`src/rtl/mips_pkg.sv`:
```
// Shared types and constants for the MIPS fetch stage.
package mips_pkg;

  typedef enum logic [1:0] {
    IDLE = 2'd0,
    REQ  = 2'd1,
    WAIT = 2'd2,
    HOLD = 2'd3
  } fetch_state_t;

  localparam logic [31:0] MIPS_NOP         = 32'h0000_0000;
  localparam logic [31:0] RESET_PC_DEFAULT = 32'h0000_0000;

  localparam int OP_MSB    = 31;
  localparam int OP_LSB    = 26;
  localparam int FUNCT_MSB = 5;
  localparam int FUNCT_LSB = 0;

endpackage

```
`src/rtl/mips_ifid_reg.sv`:
```
// IF/ID pipeline register: instruction word, its PC and a valid flag; resets to NOP.
module mips_ifid_reg
  import mips_pkg::*;
#(
  parameter int ADDR_W = 32
) (
  input  logic              clk,
  input  logic              rst_n,
  input  logic              i_load,
  input  logic              i_flush,
  input  logic              i_consume,
  input  logic [31:0]       i_instr,
  input  logic [ADDR_W-1:0] i_pc,
  output logic              o_valid,
  output logic [31:0]       o_instr,
  output logic [ADDR_W-1:0] o_pc
);

  logic              r_valid;
  logic [31:0]       r_instr;
  logic [ADDR_W-1:0] r_pc;

  // Flush wins over load; a consumed entry drops valid unless refilled the same edge.
  always_ff @(posedge clk) begin
    if (!rst_n) begin
      r_valid <= 1'b0;
      r_instr <= MIPS_NOP;
      r_pc    <= '0;
    end else if (i_flush) begin
      r_valid <= 1'b0;
    end else if (i_load) begin
      r_valid <= 1'b1;
      r_instr <= i_instr;
      r_pc    <= i_pc;
    end else if (i_consume) begin
      r_valid <= 1'b0;
    end
  end

  assign o_valid = r_valid;
  assign o_instr = r_instr;
  assign o_pc    = r_pc;

endmodule

```
`src/rtl/mips_fetch_unit.sv`:
```
// Instruction fetch stage: PC, single-outstanding imem handshake, hold buffer, IF/ID.
// Define FETCH_PERF_EN to add the perf_fetched / perf_stall counters.
module mips_fetch_unit
  import mips_pkg::*;
#(
  parameter int                ADDR_W   = 32,
  parameter logic [ADDR_W-1:0] RESET_PC = RESET_PC_DEFAULT[ADDR_W-1:0]
) (
  input  logic              clk,
  input  logic              rst_n,
  output logic              imem_req,
  output logic [ADDR_W-1:0] imem_addr,
  input  logic              imem_gnt,
  input  logic              imem_rvalid,
  input  logic [31:0]       imem_rdata,
  input  logic              redirect_valid,
  input  logic [ADDR_W-1:0] redirect_pc,
  input  logic              id_ready,
  output logic              instr_valid,
  output logic [31:0]       instr,
  output logic [ADDR_W-1:0] instr_pc,
  output logic [ADDR_W-1:0] pc_plus4,
  output logic [5:0]        op,
`ifdef FETCH_PERF_EN
  output logic [31:0]       perf_fetched,
  output logic [31:0]       perf_stall,
`endif
  output logic [5:0]        funct
);

  fetch_state_t      r_state, w_state_nxt;
  logic [ADDR_W-1:0] r_pc, w_pc_nxt;
  logic              r_kill, w_kill_nxt;
  logic [31:0]       r_hold;
  logic              w_load, w_hold_load, w_flush, w_stall;
  logic [31:0]       w_load_data;

  always_ff @(posedge clk) begin
    if (!rst_n) begin
      r_state <= IDLE;
      r_pc    <= RESET_PC;
      r_kill  <= 1'b0;
      r_hold  <= MIPS_NOP;
    end else begin
      r_state <= w_state_nxt;
      r_pc    <= w_pc_nxt;
      r_kill  <= w_kill_nxt;
      if (w_hold_load) r_hold <= imem_rdata;
    end
  end

  always_comb begin
    w_state_nxt = r_state;
    w_pc_nxt    = r_pc;
    w_kill_nxt  = r_kill;
    w_load      = 1'b0;
    w_hold_load = 1'b0;
    w_flush     = 1'b0;
    imem_req    = 1'b0;
    unique case (r_state)
      IDLE: w_state_nxt = REQ;
      REQ: begin
        imem_req = 1'b1;
        if (imem_gnt) w_state_nxt = WAIT;
      end
      WAIT: begin
        if (imem_rvalid) begin
          w_state_nxt = REQ;
          if (r_kill) begin
            w_kill_nxt = 1'b0;
          end else if (!instr_valid || id_ready) begin
            w_load   = 1'b1;
            w_pc_nxt = r_pc + ADDR_W'(4);
          end else begin
            w_hold_load = 1'b1;
            w_state_nxt = HOLD;
          end
        end
      end
      HOLD: begin
        if (id_ready) begin
          w_load      = 1'b1;
          w_pc_nxt    = r_pc + ADDR_W'(4);
          w_state_nxt = REQ;
        end
      end
      default: w_state_nxt = IDLE;
    endcase

    // A granted or outstanding request cannot be recalled, so it is tagged to be dropped.
    if (redirect_valid) begin
      w_pc_nxt    = redirect_pc & ~ADDR_W'(3);
      w_flush     = 1'b1;
      w_load      = 1'b0;
      w_hold_load = 1'b0;
      w_state_nxt = REQ;
      if (r_state == REQ && imem_gnt) begin
        w_kill_nxt  = 1'b1;
        w_state_nxt = WAIT;
      end else if (r_state == WAIT) begin
        w_kill_nxt  = !imem_rvalid;
        w_state_nxt = imem_rvalid ? REQ : WAIT;
      end
    end
  end

  assign w_load_data = (r_state == HOLD) ? r_hold : imem_rdata;
  assign w_stall     = (r_state == REQ  && !imem_gnt)
                    || (r_state == WAIT && !imem_rvalid)
                    || (r_state == HOLD);

  mips_ifid_reg #(.ADDR_W(ADDR_W)) u_ifid (
    .clk       (clk),
    .rst_n     (rst_n),
    .i_load    (w_load),
    .i_flush   (w_flush),
    .i_consume (instr_valid && id_ready),
    .i_instr   (w_load_data),
    .i_pc      (r_pc),
    .o_valid   (instr_valid),
    .o_instr   (instr),
    .o_pc      (instr_pc)
  );

  assign imem_addr = r_pc;
  assign pc_plus4  = instr_pc + ADDR_W'(4);
  assign op        = instr[OP_MSB:OP_LSB];
  assign funct     = instr[FUNCT_MSB:FUNCT_LSB];

`ifdef FETCH_PERF_EN
  logic [31:0] r_perf_fetched, r_perf_stall;

  always_ff @(posedge clk) begin
    if (!rst_n) begin
      r_perf_fetched <= '0;
      r_perf_stall   <= '0;
    end else begin
      if (w_load  && r_perf_fetched != '1) r_perf_fetched <= r_perf_fetched + 32'd1;
      if (w_stall && r_perf_stall   != '1) r_perf_stall   <= r_perf_stall + 32'd1;
    end
  end

  assign perf_fetched = r_perf_fetched;
  assign perf_stall   = r_perf_stall;
`else
  logic w_unused_stall;
  assign w_unused_stall = w_stall;
`endif

endmodule
```
`config.mk`:
```
export PLATFORM = sky130hd
export DESIGN_NAME = mips_fetch_unit
export DESIGN_NICKNAME = d
export VERILOG_FILES = /design/src/rtl/mips_pkg.sv /design/src/rtl/mips_ifid_reg.sv /design/src/rtl/mips_fetch_unit.sv
export SDC_FILE = /design/constraint.sdc
export NUM_CORES = 1
export LEC_CHECK = 0
export BUFFER_PORTS_ARGS = -buffer_cell sky130_fd_sc_hd__buf_2
export CAP_MARGIN = 15
export CORE_UTILIZATION = 55
export CTS_CLUSTER_SIZE = 28
export DETAILED_ROUTE_END_ITERATION = 16
export GPL_ROUTABILITY_DRIVEN = 0
export GPL_TIMING_DRIVEN = 0
export PLACE_DENSITY = 0.91
export SLEW_MARGIN = 20
export SYNTH_ARGS = -nofsm -noshare
export SYNTH_HDL_FRONTEND = slang
export SYNTH_HIERARCHICAL = 1
export SYNTH_SLANG_ARGS = --single-unit
export TNS_END_PERCENT = 20
```
`constraint.sdc`:
```
create_clock -name clk -period 6.1 [get_ports clk]
set_input_delay 0.915 -clock clk [delete_from_list [all_inputs] [get_ports clk]]
set_output_delay 0.915 -clock clk [all_outputs]
set_load 0.02 [all_outputs]
```
After elaboration in Yosys (flattened, before gate mapping)
Index checks and enable logic that the tools add are counted.
{"block": "op_classes", "addsub": 2, "eq_ne": 12, "mux": 37, "n_bitwise": 2, "reduce_logical": 15}
{"op": "$mux W32", "n": 6}
{"op": "$add A32 B3 Y32 const B", "n": 2}
{"op": "$pmux W32 S2", "n": 1}
{"op": "$mux W1", "n": 19}
{"op": "$mux W2", "n": 9}
{"op": "$ne A3 B3 Y1 const B", "n": 5}
{"op": "$reduce_and A5 Y1", "n": 2}
{"op": "$ne A2 B2 Y1 const B", "n": 4}
{"op": "$pmux W2 S4", "n": 1}
{"op": "$eq A2 B2 Y1 const B", "n": 2}
{"op": "$reduce_bool A2 Y1", "n": 2}
{"op": "$reduce_or A2 Y1", "n": 2}
{"op": "$reduce_and A3 Y1", "n": 1}
{"op": "$reduce_bool A3 Y1", "n": 1}
{"op": "$eq A2 B1 Y1 const B", "n": 1}
{"op": "$logic_and A1 B1 Y1", "n": 2}
{"op": "$logic_not A1 Y1", "n": 2}
{"op": "$logic_not A2 Y1", "n": 1}
{"op": "$not A1 Y1", "n": 2}
{"op": "$pmux W1 S2", "n": 1}
{"op": "$reduce_and A2 Y1", "n": 1}
{"op": "$logic_or A1 B1 Y1", "n": 1}
{"block": "word_totals", "ff_bits": 132, "input_bits": 70, "out_inout_bits": 142, "elab_cells": 76}

Depth between registers and ports, before layout
{"block": "logic_depth", "ltp_word": 8, "depth_mapped": 9, "depth_no_buf": 7}

Hierarchy
The synthesis kept the hierarchy.
{"mod": "mips_fetch_unit", "instances": 1, "cells_per_inst": 571, "area_per_inst_um2": 4389.2, "seq_area_each_um2": 1301.2}
{"mod": "mips_ifid_reg", "instances": 1, "cells_per_inst": 282, "area_per_inst_um2": 2670.1, "seq_area_each_um2": 1301.2}

Worst setup path after synthesis
No wires, ideal clock.
{"block": "synth_timing", "kind": "register -> output", "start": "register u_ifid.r_pc[17] (netlist: u_ifid/o_pc[17])", "end": "output port pc_plus4[29]", "t_arrival_ns": 1.833, "required_time_ns": 5.185, "setup_slack_ns": 3.352, "stages_incl_launch_ff": 7, "path_buffers": 1, "cell_sequence": "dfxtp_1 -> and4_1 -> and3_1 -> and3_1 -> clkbuf_1 -> nand4_1 -> xnor2_1"}
{"block": "synth_between", "elab_chain_cells": 1}
{"item": "start, declared", "line": "mips_ifid_reg.sv:21", "rtl": "logic [ADDR_W-1:0] r_pc;"}
{"item": "start signal, assigned", "line": "mips_ifid_reg.sv:34", "rtl": "r_pc <= i_pc;"}
{"item": "$add A32 B3 Y32", "line": "mips_fetch_unit.sv:126", "rtl": "assign pc_plus4 = instr_pc + ADDR_W'(4);"}
{"item": "end, declared", "line": "mips_fetch_unit.sv:22", "rtl": "output logic [ADDR_W-1:0] pc_plus4,"}
No other way between the ends.

Worst setup path after layout
{"block": "layout_timing", "start": "register u_ifid.r_pc[2] (netlist: u_ifid/o_pc[2])", "end": "output port pc_plus4[16]"}
The elaborated chain is that of the path after synthesis.

==> results.py <==
metrics = {
    "outcome": {
        "outcome": "completed",
    },
    "timing": {
        "period_needed_ps": 3429,
        "skew_ps": 9.624,
        "grt_setup_unrepaired": "false",
        "tightest_slew_ps": 1027,
        "slew_headroom_pct": 30.92,
        "period_share_pct": 56.21,
        "fmax_mhz": 291.6,
        "finalHoldViolCount": 0,
        "fin_tns_setup_ps": 0,
        "final-setup-viol-count": 0,
        "slew_viol_final": 0,
    },
    "clocking": {
        "ctsResizeCount": 0,
        "clkSinkCount": 130,
        "clk_pin_slew_ps": 60,
        "cts_root_buf": "clkbuf_16",
        "cts_tree": "yes",
        "cts_hold_buffers": 0,
        "cts_buffers": 17,
        "cts_max_level": 4,
        "cts_setup_buffers": 0,
        "clk_path_buf_depth": 2,
        "clock_latency_ps": 430,
    },
    "worst_hold_path": {
        "hold_path_class": "register to register",
        "worstHoldStart": "r_hold[26]$_SDFFE_PN0P_",
        "hold_end": "r_hold[26]$_SDFFE_PN0P_",
        "hold_depth": 2,
    },
    "run": {
        "maxCapViolCount": 0,
    },
    "yosys": {
        "synth_area_um2": 7059,
        "syn_inst": 853,
        "synthFlopType": "dfxtp_1",
        "synthSimpleGateAreaFrac_pct": 24.00,
        "synth_cell_type_count": 66,
        "synth_seq_area_share_pct": 36.87,
        "synth-xor-area-share_pct": 3.474,
        "synth_compound_area_share_pct": 12.42,
        "synth_mux_area_share_pct": 14.62,
        "synth_top_family_by_area": "simple AND/OR/NAND/NOR gates",
        "yosys_warnings": 6,
        "synth-edff-count": 0,
        "async_flop_share_pct": 0,
        "avgSynthCellArea_um2": 8.276,
        "ys_ff_latch": 130,
        "synth_fa_ha_area_share_pct": 1.063,
    },
    "worst_setup_path": {
        "start_kind": "register",
        "crit_required_ps": 5180,
        "timing.rr.start": "r_state[0]$_SDFFE_PN0P_",
        "r2r_setup_slack_ps": 3590,
        "crit_path_end_kind": "output port",
        "crit_arrival_ps": 2510,
        "critical_path_class": "register to output port",
        "cp_max_fo": 10,
        "r2r_end": "imem_addr[2]$_SDFFE_PN0P_",
        "r2r_cells": 8,
        "cp-startpoint": "u_ifid/o_pc[2]$_SDFFE_PN0P_",
    },
    "drt": {
        "first_iter_violations": 580,
        "wl_per_cell_um": 16.23,
        "drc": 0,
        "first_pass_iters": 5,
        "via_count": 7215,
        "drtAntennaViolNets": 0,
        "routed_wl_um": 20540,
        "viasPerCell": 5.699,
    },
    "global_route": {
        "grt_pass1_wl_um": 32230,
        "overflow": 0,
        "grt_usage_pct": 31.18,
        "antenna_found_initial": 1,
        "grt_pass1_vias": 6475,
        "grt_max_degree": 17,
    },
    "pwr": {
        "power.switching_mw": 0.5916,
        "p_per_area_nw_per_um2": 253.0,
        "p_clk_share_pct": 47.9,
        "p_leak_nw": 3.772,
        "finalPower_mw": 2.263,
        "p_seq_share_pct": 40.2,
        "p_comb_share_pct": 11.8,
        "peakVddDrop_v": 0.0001816,
        "p_int_mw": 1.671,
        "switching_share_pct": 26.15,
    },
    "layout": {
        "fillers": 966,
        "drive_gt1_share_pct": 29.98,
        "area_delta_synth_final_pct": 26.69,
        "nets": 1157,
        "final_cell_mix": "nand2_1 (225), buf_2 (223), dfxtp_1 (130)",
        "num_antenna_cells": 0,
        "layout_commonest_cell": "nand2_1",
    },
    "die": {
        "start_util_pct": 56.17,
        "num_rows": 41,
        "top_level_ports": 212,
        "core-area_um2": 12570,
        "die_w_um": 115.3,
        "dieHeight_um": 115.3,
        "die-area_um2": 13290,
    },
    "placed_design": {
        "dpl.hpwl_um": 14760,
        "portBuffers": 206,
    },
}
worst max-delay path: stages, from the launching register on:
cell	delay [ps]
dfxtp_1	410
ha_1	230
nand2_1	110
nor2_1	650
nand3_1	220
nor2_1	150
xor2_1	150
buf_2	180
worst max path at each step:
| stage | end | slack (ps) | cells past startpoint |
|---|---|---|---|
| after global placement | u_ifid/o_instr[15]$_SDFFE_PN0P_ | 3110 | 9 |
| final | pc_plus4[16] | 2670 | 7 |
| after floorplan | pc_plus4[29] | 3350 | 6 |
| after global routing | pc_plus4[16] | 2390 | 7 |
| after detailed placement | u_ifid/o_pc[6]$_SDFFE_PN0P_ | 3090 | 9 |
| after CTS | pc_plus4[16] | 2660 | 7 |
cell families (layout without fill, tap and decap cells):
kind of cell             Yosys count  in the layout
buffers and inverters             84            322
flip-flops                       130            130
XOR/XNOR                          28             28
other                              1              4
AND/OR/NAND/NOR                  370            370
AO/OA/AOI/OAI                    135            135
adder cells (fa/ha/maj)            6              6
multiplexers                      99             99
registers in the layout (all words and copies together), names as in the netlist, named ones only:
signal / count
imem_addr: 30
r_state: 2
u_ifid/o_pc: 32
r_hold: 32
u_ifid/o_instr: 32
u_ifid/o_valid: 1
stage by stage:
step                cell area, um^2  setup WS [ps]  hold WS, ps  std cells  util (%)
finish                         8944           2671        450.6       1266     71.16
CTS                            8944           2655        454.0       1266     71.16
global route                   8944           2394        470.4       1266     71.16
global placement               8317           3114        438.0       1234     66.17
floorplan                      7071           3352        432.9        856         -
detailed placement             8317           3092        443.0       1234     66.17
cells in the mapped netlist (4+ instances only):
cell | count | area share (%)
nor3_1 | 7 | 0.50
and2_1 | 13 | 1.2
nand4_1 | 17 | 1.5
nand2_1 | 225 | 12
mux2i_1 | 66 | 9.4
a21oi_1 | 54 | 3.8
and3_1 | 11 | 0.97
mux2_2 | 33 | 5.3
nor2_1 | 26 | 1.4
xor2_1 | 6 | 0.74
a21boi_0 | 4 | 0.43
nand3_1 | 33 | 2.3
o21ai_0 | 14 | 0.99
xnor2_1 | 22 | 2.7
dfxtp_1 | 130 | 37
and4_1 | 8 | 0.99
buf_2 | 17 | 1.2
a31oi_1 | 9 | 0.80
buf_4 | 19 | 2.0
buf_1 | 5 | 0.27
inv_1 | 11 | 0.58
buf_12 | 7 | 2.0
a311oi_1 | 4 | 0.50
a22oi_1 | 5 | 0.53
clkbuf_1 | 23 | 1.2
o31ai_1 | 7 | 0.74
nor2b_1 | 8 | 0.71
nor4_1 | 5 | 0.44
a221oi_1 | 4 | 0.50
ha_1 | 6 | 1.1
area by class of cell:
| type | instances | area [um^2] | share of cell area (%) |
|---|---|---|---|
| multi-input cells | 642 | 3939 | 44.04 |
| flip-flops and latches | 130 | 2603 | 29.10 |
| repair buffers | 206 | 1031 | 11.53 |
| plain buffers | 72 | 484.2 | 5.414 |
| clock buffers | 18 | 439.2 | 4.910 |
| well taps | 172 | 215.2 | 2.406 |
| clock inverters | 14 | 187.7 | 2.098 |
| inverters | 12 | 45.04 | 0.5036 |
power groups by stage:
stage / sequential [mW] / combinational [mW] / clock (mW)
after CTS: 0.909 / 0.264 / 1.09
after detailed placement: 0.927 / 0.262 / 0
after global placement: 0.926 / 0.257 / 0
after floorplan: 0.941 / 0.149 / 0
after global routing: 0.913 / 0.288 / 1.13
final: 0.911 / 0.268 / 1.08
metal layers:
metal | part of all wire (%) | track usage, %
met1 | 41 | 37.40
met5 | 0.063 | 0
met2 | 47 | 51.37
met3 | 8.7 | 9.172
met4 | 3.2 | 14.63
Note: power is estimated with default switching activity, not from simulation.
